<file path="src/rtl/axil_req_arbiter_pkg.sv">
// Shared definitions for the AXI-Lite request arbiter: FSM encoding,
// watchdog limit and AXI response codes.
package axil_req_arbiter_pkg;

  typedef enum logic [1:0] {
    ST_IDLE  = 2'd0,
    ST_GRANT = 2'd1,
    ST_ISSUE = 2'd2,
    ST_WAIT  = 2'd3
  } state_e;

  localparam int unsigned TIMEOUT_CYC = 1024;

  localparam logic [1:0] RESP_OKAY   = 2'b00;
  localparam logic [1:0] RESP_SLVERR = 2'b10;

endpackage

</file>
<file path="src/rtl/axil_req_arbiter_rr_pick.sv">
// Combinational round-robin picker: first set request at last+1, searching
// upward with wrap-around.
module rr_pick #(
  parameter int NUM_REQ = 4,
  parameter int IDX_W   = $clog2(NUM_REQ)
) (
  input  logic [NUM_REQ-1:0] req_i,
  input  logic [IDX_W-1:0]   last_i,
  output logic [IDX_W-1:0]   idx_o,
  output logic               any_o
);

  int               sum;
  logic [IDX_W-1:0] cand;

  always_comb begin
    idx_o = '0;
    any_o = 1'b0;
    sum   = 0;
    cand  = '0;
    // k = NUM_REQ revisits last_i itself, so a lone requester can win again.
    for (int k = 1; k <= NUM_REQ; k++) begin
      sum = int'(last_i) + k;
      if (sum >= NUM_REQ) sum = sum - NUM_REQ;
      cand = IDX_W'(sum);
      if (!any_o && req_i[cand]) begin
        any_o = 1'b1;
        idx_o = cand;
      end
    end
  end

endmodule

</file>
<file path="src/rtl/axil_req_arbiter.sv">
// Round-robin arbiter funnelling NUM_REQ simple requesters onto one AXI-Lite
// master user port, with exactly one transaction outstanding at a time.
module axil_req_arbiter
  import axil_req_arbiter_pkg::*;
#(
  parameter int NUM_REQ    = 4,
  parameter int ADDR_WIDTH = 32,
  parameter int DATA_WIDTH = 32
) (
  input  logic                           aclk,
  input  logic                           aresetn,
  input  logic [NUM_REQ-1:0]             req_valid,
  input  logic [NUM_REQ-1:0]             req_write,
  input  logic [NUM_REQ*ADDR_WIDTH-1:0]  req_addr,
  input  logic [NUM_REQ*DATA_WIDTH-1:0]  req_wdata,
  input  logic [NUM_REQ*DATA_WIDTH/8-1:0] req_wstrb,
  output logic [NUM_REQ-1:0]             req_ready,
  output logic [NUM_REQ-1:0]             rsp_valid,
  output logic [DATA_WIDTH-1:0]          rsp_rdata,
  output logic [1:0]                     rsp_resp,
  output logic                           m_wr_req,
  output logic [ADDR_WIDTH-1:0]          m_wr_addr,
  output logic [DATA_WIDTH-1:0]          m_wr_data,
  output logic [DATA_WIDTH/8-1:0]        m_wr_strb,
  input  logic                           m_wr_done,
  input  logic [1:0]                     m_wr_resp,
  output logic                           m_rd_req,
  output logic [ADDR_WIDTH-1:0]          m_rd_addr,
  input  logic                           m_rd_done,
  input  logic [1:0]                     m_rd_resp,
  input  logic [DATA_WIDTH-1:0]          m_rd_data,
  output state_e                         dbg_state
);

  // Handshake: a requester holds req_valid with stable payload until it sees
  // its one-cycle req_ready pulse and drops req_valid in the following cycle;
  // rsp_valid is a one-cycle pulse with no back-pressure.

  localparam int IDX_W  = $clog2(NUM_REQ);
  localparam int STRB_W = DATA_WIDTH / 8;
  localparam int CNT_W  = $clog2(TIMEOUT_CYC);

  state_e                  state_q, state_d;
  logic [IDX_W-1:0]        grant_q, last_q;
  logic                    wr_q;
  logic [ADDR_WIDTH-1:0]   addr_q;
  logic [DATA_WIDTH-1:0]   wdata_q;
  logic [STRB_W-1:0]       wstrb_q;
  logic [CNT_W-1:0]        cnt_q;
  logic [NUM_REQ-1:0]      rsp_valid_q;
  logic [1:0]              rsp_resp_q;
  logic [DATA_WIDTH-1:0]   rsp_rdata_q;

  logic [IDX_W-1:0]        pick_idx;
  logic                    pick_any;
  logic                    done_hit;
  logic                    time_out;

  rr_pick #(
    .NUM_REQ (NUM_REQ),
    .IDX_W   (IDX_W)
  ) u_rr_pick (
    .req_i  (req_valid),
    .last_i (last_q),
    .idx_o  (pick_idx),
    .any_o  (pick_any)
  );

  // Only the done of the latched direction counts; the other one is ignored.
  assign done_hit = (state_q == ST_WAIT) && (wr_q ? m_wr_done : m_rd_done);
  assign time_out = (state_q == ST_WAIT) && !done_hit &&
                    (cnt_q == CNT_W'(TIMEOUT_CYC - 1));

  always_ff @(posedge aclk or negedge aresetn) begin
    if (!aresetn) begin
      state_q     <= ST_IDLE;
      grant_q     <= '0;
      last_q      <= IDX_W'(NUM_REQ - 1);
      wr_q        <= 1'b0;
      addr_q      <= '0;
      wdata_q     <= '0;
      wstrb_q     <= '0;
      cnt_q       <= '0;
      rsp_valid_q <= '0;
      rsp_resp_q  <= '0;
      rsp_rdata_q <= '0;
    end else begin
      state_q     <= state_d;
      rsp_valid_q <= '0;
      rsp_resp_q  <= '0;
      rsp_rdata_q <= '0;
      case (state_q)
        ST_IDLE: begin
          if (pick_any) begin
            grant_q <= pick_idx;
            wr_q    <= req_write[pick_idx];
            addr_q  <= req_addr[int'(pick_idx)*ADDR_WIDTH +: ADDR_WIDTH];
            wdata_q <= req_wdata[int'(pick_idx)*DATA_WIDTH +: DATA_WIDTH];
            wstrb_q <= req_wstrb[int'(pick_idx)*STRB_W +: STRB_W];
          end
        end
        ST_ISSUE: cnt_q <= '0;
        ST_WAIT: begin
          if (done_hit || time_out) begin
            rsp_valid_q <= NUM_REQ'(1) << grant_q;
            rsp_resp_q  <= time_out ? RESP_SLVERR : (wr_q ? m_wr_resp : m_rd_resp);
            rsp_rdata_q <= (wr_q || time_out) ? '0 : m_rd_data;
            last_q      <= grant_q;
          end else begin
            cnt_q <= cnt_q + 1'b1;
          end
        end
        default: ;
      endcase
    end
  end

  always_comb begin
    state_d = state_q;
    case (state_q)
      ST_IDLE:  if (pick_any) state_d = ST_GRANT;
      ST_GRANT: state_d = ST_ISSUE;
      ST_ISSUE: state_d = ST_WAIT;
      ST_WAIT:  if (done_hit || time_out) state_d = ST_IDLE;
      default:  state_d = ST_IDLE;
    endcase
  end

  always_comb begin
    req_ready = '0;
    m_wr_req  = 1'b0;
    m_rd_req  = 1'b0;
    if (state_q == ST_GRANT) req_ready = NUM_REQ'(1) << grant_q;
    if (state_q == ST_ISSUE) begin
      m_wr_req = wr_q;
      m_rd_req = !wr_q;
    end
  end

  assign m_wr_addr = addr_q;
  assign m_rd_addr = addr_q;
  assign m_wr_data = wdata_q;
  assign m_wr_strb = wstrb_q;
  assign rsp_valid = rsp_valid_q;
  assign rsp_resp  = rsp_resp_q;
  assign rsp_rdata = rsp_rdata_q;
  assign dbg_state = state_q;

endmodule

</file>
<file path="config.mk">
export PLATFORM = sky130hd
export DESIGN_NAME = axil_req_arbiter
export DESIGN_NICKNAME = d
export VERILOG_FILES = /design/src/rtl/axil_req_arbiter_pkg.sv /design/src/rtl/axil_req_arbiter_rr_pick.sv /design/src/rtl/axil_req_arbiter.sv
export SDC_FILE = /design/constraint.sdc
export NUM_CORES = 1
export LEC_CHECK = 0
export BUFFER_PORTS_ARGS = -buffer_cell sky130_fd_sc_hd__clkbuf_2
export CAP_MARGIN = 30
export CORE_AREA = 2 2 181 183
export DETAILED_ROUTE_END_ITERATION = 16
export DIE_AREA = 0 0 183 185
export GPL_TIMING_DRIVEN = 0
export HOLD_SLACK_MARGIN = 0.05
export SYNTH_ARGS = -nofsm -noshare
export SYNTH_HDL_FRONTEND = slang
export SYNTH_SLANG_ARGS = --single-unit
</file>
<file path="constraint.sdc">
create_clock -name aclk -period 2.15 [get_ports aclk]
set_input_delay 0.215 -clock aclk [delete_from_list [all_inputs] [get_ports aclk]]
set_output_delay 0.215 -clock aclk [all_outputs]
set_load 0.01 [all_outputs]
</file>
# Word level (Yosys, flattened, before mapping)
# Index checks and enable logic that the tools add are counted.
# word_totals
input_bits	320
output_inout_bits	146
word_cells	99
ff_bits	123
# op_classes
add_sub_neg	9
mux	40
eq_ne	7
reduce_logical	19
n_lt_le_gt_ge	9
n_shift	4
# ops
operator	n
128-bit by 8-bit indexed part select with 32-bit output	2
32-bit 2-to-1 mux	3
2-bit 2-to-1 mux	14
10-bit one-hot mux with 2 select lines	1
16-bit by 5-bit indexed part select with 4-bit output	1
2-bit by 3-bit less-than comparator with 1-bit output, second input constant	5
1-bit 2-to-1 mux	12
4-bit 2-to-1 mux	3
10-bit by 1-bit adder with 10-bit output, second input constant	1
1-bit binary-select mux with 2-bit select	5
10-bit equality test, second input constant	1
10-bit 2-to-1 mux	1
3-bit >= comparator, second input constant	3
2-bit one-hot mux with 4 select lines	1
2-bit AND reduction	4
2-bit by 1-bit subtractor with 2-bit output, second input constant	4
2-bit by 2-bit adder with 3-bit output, second input constant	2
1-bit logical AND	6
1-bit zero test	5
2-bit by 3-bit adder with 4-bit output, second input constant	1
2-bit equality test, second input constant	2
4-bit by 3-bit >= comparator with 1-bit output, second input constant	1
2-bit != test, second input constant	2
1-bit by 2-bit << shifter with 4-bit output, first input constant	1
other kinds (6)	7

# Depth between registers and ports, before layout
# depth
depth_word	17
ltp_mapped	8

# Cells and area by module
# Synthesis repeated with hierarchy kept, for this count alone.
# hier_totals
hier_cells	466
hier_area_um2	6730.2
# modules_own_cells
mod	cells_each	area_per_inst_um2	n_inst	seq_area_each_um2
axil_req_arbiter	452	6638.9	1	3080.5
rr_pick	14	91.3	1	0.0

# Worst setup path before layout
# Ideal clock, no wire load.
# synth_timing
path_type	reg2reg
start	register last_q[1]
end	register wdata_q[10], in the netlist m_wr_data[10]
arrival_ns	1.669
synth_period_minus_slack_ns	1.802
path_buffers	3
setup_slack_ns	0.348
stages_incl_launch_ff	9
cell_sequence	dfstp_2 nand2_1 a21oi_1 o221a_1 buf_6 buf_8 buf_6 mux2i_1 o221ai_2
# synth_between
elab_chain_len	16
elab_cells_between_ends	40
classes_between	add/sub: 8; order compare: 4; shift: 1; mux: 20; reduce/logical: 7
# synth_lines
item	line_no	rtl
from (decl)	axil_req_arbiter.sv:44	logic [IDX_W-1:0] grant_q, last_q;
from (signal assigned)	axil_req_arbiter.sv:78	last_q <= IDX_W'(NUM_REQ - 1);
from (signal assigned)	axil_req_arbiter.sv:108	last_q <= grant_q;
2-bit by 1-bit adder with 3-bit output	axil_req_arbiter_rr_pick.sv:23	sum = int'(last_i) + k;
3-bit >= comparator / 2-bit by 1-bit subtractor with 2-bit output (equally long branches)	axil_req_arbiter_rr_pick.sv:24	if (sum >= NUM_REQ) sum = sum - NUM_REQ;
2-bit 2-to-1 mux	axil_req_arbiter_rr_pick.sv:24	
1-bit binary-select mux with 2-bit select	axil_req_arbiter_rr_pick.sv:26	if (!any_o && req_i[cand]) begin
1-bit 2-to-1 mux (implied by the code)	axil_req_arbiter_rr_pick.sv:26	
1-bit 2-to-1 mux	axil_req_arbiter_rr_pick.sv:26	
1-bit zero test	axil_req_arbiter_rr_pick.sv:26	
1-bit logical AND	axil_req_arbiter_rr_pick.sv:26	
1-bit 2-to-1 mux	axil_req_arbiter_rr_pick.sv:26	
1-bit zero test	axil_req_arbiter_rr_pick.sv:26	
1-bit logical AND	axil_req_arbiter_rr_pick.sv:26	
1-bit 2-to-1 mux	axil_req_arbiter_rr_pick.sv:26	
1-bit zero test	axil_req_arbiter_rr_pick.sv:26	
1-bit logical AND	axil_req_arbiter_rr_pick.sv:26	
2-bit 2-to-1 mux / 1-bit 2-to-1 mux (equally long branches)	axil_req_arbiter_rr_pick.sv:26	
128-bit by 8-bit indexed part select with 32-bit output / 2-bit AND reduction (equally long branches)	n/a	
to (signal assigned)	axil_req_arbiter.sv:98	wdata_q <= req_wdata[int'(pick_idx)*DATA_WIDTH +: DATA_WIDTH];
to (decl)	axil_req_arbiter.sv:47	logic [DATA_WIDTH-1:0] wdata_q;
# Parallel ways exist; a longest one is shown, timed or not. The select of a mux whose other input is x is not followed.
# A chain may end at the register's enable or synchronous reset.

# Final worst setup path
# layout_timing
start	register last_q[1]
end	register wdata_q[5], in the netlist m_wr_data[5]
# The elaborated chain is that of the path after synthesis.

==> summary.txt <==
GRT
  • Antenna violations before repair: 0
  • Congestion Overflow GR: 0
  • Pin count of the biggest net entering global routing: 73
  • Overall global routing resource usage: 16.0%
  • Wire length of the first global-routing pass: 40600 microns
  • Met2 Usage GRT: 28.3%
  • Routing usage on met1: 19.1%
  • Via count of the first global-routing pass: 6804
  • GR peak layer: met2
  • GR Layer Usage met3: 4.33%

Yosys
  • Distinct cells, synth: 45
  • Number of enable-type register cells in the synthesized netlist: 0
  • Net count of the mapped netlist: 938
  • Synth top cells by count: 141 x sky130_fd_sc_hd__mux2i_1, 121 x sky130_fd_sc_hd__dfrtp_1, 83 x sky130_fd_sc_hd__nand2_1, 60 x sky130_fd_sc_hd__o221ai_1
  • Average cell area after synthesis: 11.3 sq um
  • Post-Synth XOR/XNOR Area: 0.508%
  • Area share of and/or/nand/nor cells after synthesis: 11.1%
  • Compound-gate portion of the synthesized area: 11.7%
  • Cell Area, Synth: 6890 sq um
  • Proportion of synthesized area in mux cells: 21.1%
  • Mapped Cells: 612
  • Biggest area contributors in the synthesized netlist: sky130_fd_sc_hd__dfrtp_1 44%, sky130_fd_sc_hd__mux2i_1 20%, sky130_fd_sc_hd__o221ai_1 7.6%, sky130_fd_sc_hd__nand2_1 4.5%, sky130_fd_sc_hd__buf_4 3.7%
  • Count of yosys warnings during synthesis: 0
  • Flop and latch count out of synthesis: 123
  • Area fraction of the dominant cell type after synthesis: 43.9%
  • Most instantiated library cell after synthesis: sky130_fd_sc_hd__mux2i_1
  • Share of flip-flops with an asynchronous set or reset: 100%
  • Cell accounting for the most synthesized area: sky130_fd_sc_hd__dfrtp_1
  • Flip-flop cell with the highest count after synthesis: sky130_fd_sc_hd__dfrtp_1
  • Part of the Yosys area used for sequential elements: 44.7%
  • Adder-Cell Fraction of Synth Area: 1.09%
  • Dominant combinational cell family by area after synthesis: multiplexers

Place
  • Setup WS pre-CTS: -0.542 ns
  • Placed cell area: 9800 sq um
  • Gpl congestion: 0.862
  • Cell total after placement: 1489
  • Half-perimeter wire length of the detailed placement result: 21900 microns
  • I/O Buffers: 465

CTS
  • Max Root-Sink Buffers: 2
  • Clock input transition at the sequential cells of the worst setup and hold paths: 0.07 ns
  • Total clock buffers created by CTS: 17
  • Clock root buffer: sky130_fd_sc_hd__clkbuf_16
  • Skew-Pair Late Insertion Delay: 0.43 ns
  • Clock Sinks: 123
  • Number of H-tree levels: 4
  • TritonCTS clock tree: built

Die
  • I/O pin total: 466
  • Die Ht: 185 microns
  • Core Box Area: 32000 sq um
  • Die outline area: 33900 sq um
  • Die Span X: 183 microns
  • Initial Utilization: 21.5%
  • Number of rows in the core area: 66

Layout
  • Diode count: 0
  • Net count reported at finish: 1473
  • Synth-to-Final Area Change: 64.2%
  • Post-layout util: 35.3%
  • Count of non-filler cells in the finished layout: 1568
  • Share of final-layout standard cells stronger than drive strength 1: 55.1%
  • Final instance area: 11300 sq um

Worst setup path
  • Kind of critical path: flop to flop
  • Maximum cell stage delay along the critical path: 0.56 ns
  • R2r setup slk: 0.03 ns
  • Crit path launch type: flop
  • Launching point of the worst reg2reg path: last_q[1]
  • Cell with the largest stage delay on the worst path: sky130_fd_sc_hd__dfstp_2
  • Crit path from: last_q[1]
  • Critical Path, Cell by Cell: mux2i_1 -> o221a_1 -> buf_6 -> buf_16 -> buf_12 -> mux2i_2 -> o221ai_2
  • Critical Path End: m_wr_data[5]
  • Worst endpoint required time: 2.44 ns
  • Capturing point of the worst reg2reg path: m_wr_data[5]
  • Crit path capture type: flop
  • Worst-path maximum fanout: 10
  • FF-to-FF path depth: 7
  • Arrival time reported for the critical path endpoint: 2.41 ns

Timing
  • Maximum operating frequency: 0.471 GHz
  • Final Skew: 0.0114 ns
  • Worst slew pin tran: 0.504 ns
  • Slew Limit Fails: 0
  • Final-report hold violation count: 0
  • Final worst path period need: 2.12 ns
  • Fin worst setup slack: 0.0264 ns
  • Crit share post-route: 98.8%
  • Unrepaired setup endpoints after global routing: yes
  • Relative slew margins: 66.4%
  • Final-report setup violation count: 0

Worst hold path
  • Class of the tightest hold or removal check: input pin to flop

Power and ir drop
  • Leakage power summed over all cells: 5.92 nW
  • PD cells: 1270 nW/um^2
  • Design Power: 14.3 mW
  • Largest vdd supply drop: 0.000454 V

Detailed routing
  • Residual DRC: 0
  • Number of violations reported at the end of detailed-routing iteration 0: 288
  • Average wire per standard cell: 18.3 microns
  • Remaining number of nets flagged by the antenna check after routing: 0
  • Mean number of vias per cell: 4.40
  • Number of detailed-route iterations in the first pass: 4
  • Via total after detailed routing: 6903
  • Wire length reported by the detailed router: 28700 microns

Run
  • Max-cap viol count: 0

Run status
  • Result of the run: complete, no violations
## layout by cell type, fill, tap and decap left out, drive strengths merged, types with 9 or more instances in the layout
master and n:
dfrtp 121, buf 64, dlygate4sd3 37, clkbuf 510, and2 34, inv 17
nand2 83, o221ai 69, o21ai 9, mux2i 141
## logic make-up after synthesis
logic type	Yosys count
AOI/OAI and AO/OA	93
xor gates and xnor gates	4
adders and majority gates	6
buffers and inverters	84
DFF	123
muxes	145
and+or+nand+nor	157
## power by group
group | switching (mW) | internal [mW] | leakage (nW)
Clock | 1.31 | 1.66 | 0.287
Combinational | 3.91 | 3.72 | 4.05
Sequential | 0.589 | 3.13 | 1.59
## timing repair
action,in CTS,in global routing
pin swaps,4,28
endpoints found under the setup margin,70,67
cloned,2,5
hold endpoints to repair,84,0
resized for setup,40,46
hold buffers,37,0
buffers inserted,4,2
## metrics by stage
step	TNS (ns)	hold WS [ns]
2_1_floorplan	0	-0.0806
3_3_place_gp	-163.16	0.422
3_5_place_dp	-22.84	0.199
4_1_cts	-0.0945	0.0774
5_1_grt	-4.80	0.0864
6_report	0	0.0870
## critical path, delay by kind of cell, from the launching register on
family | cells | cell delay (ns)
mux | 2 | 0.45
buf+inv | 3 | 0.53
flops | 1 | 0.56
compound gates | 2 | 0.43
## how the worst min path moves through the flow
| stage | to | slack (ns) | start | cells past startpoint |
|---|---|---|---|---|
| 3_3_place_gp | rsp_rdata[21] | 0.42 | m_rd_data[21] | 2 |
| 6_report | rsp_resp[1] | 0.09 | m_rd_resp[1] | 3 |
| 4_1_cts | rsp_resp[1] | 0.08 | m_rd_resp[1] | 3 |
| 5_1_grt | m_wr_data[16] | 0.09 | req_wdata[112] | 3 |
| 3_5_place_dp | rsp_rdata[18] | 0.20 | aresetn | 1 |
| 2_1_floorplan | cnt_q[0] | -0.08 | aresetn | 0 |
## state kept, by name (all words and copies together), names as in the netlist
name / flops
m_rd_addr: 32
m_wr_data: 32
rsp_valid: 4
rsp_resp: 2
grant_q: 2
m_wr_strb: 4
rsp_rdata: 32
wr_q: 1
last_q: 2
cnt_q: 10
dbg_state: 2
## cell type report
cell class,instances,area (sq um)
plain buffers,76,681
well taps,408,510
flip-flops and latches,123,3080
fillers,3246,20700
clock buffers,17,425
multi-input cells,405,3450
repair buffers,518,2980
clock inverters,15,165
inverters,6,22.5
## metal layers
metal  vias to the layer above  wire length (microns)
met4                         0                    495
met1                      3312                  11500
met5                         -                      0
met2                       289                  14700
li1                       3280                      -
met3                        22                   1910
Note: power is estimated with default switching activity, not from simulation.
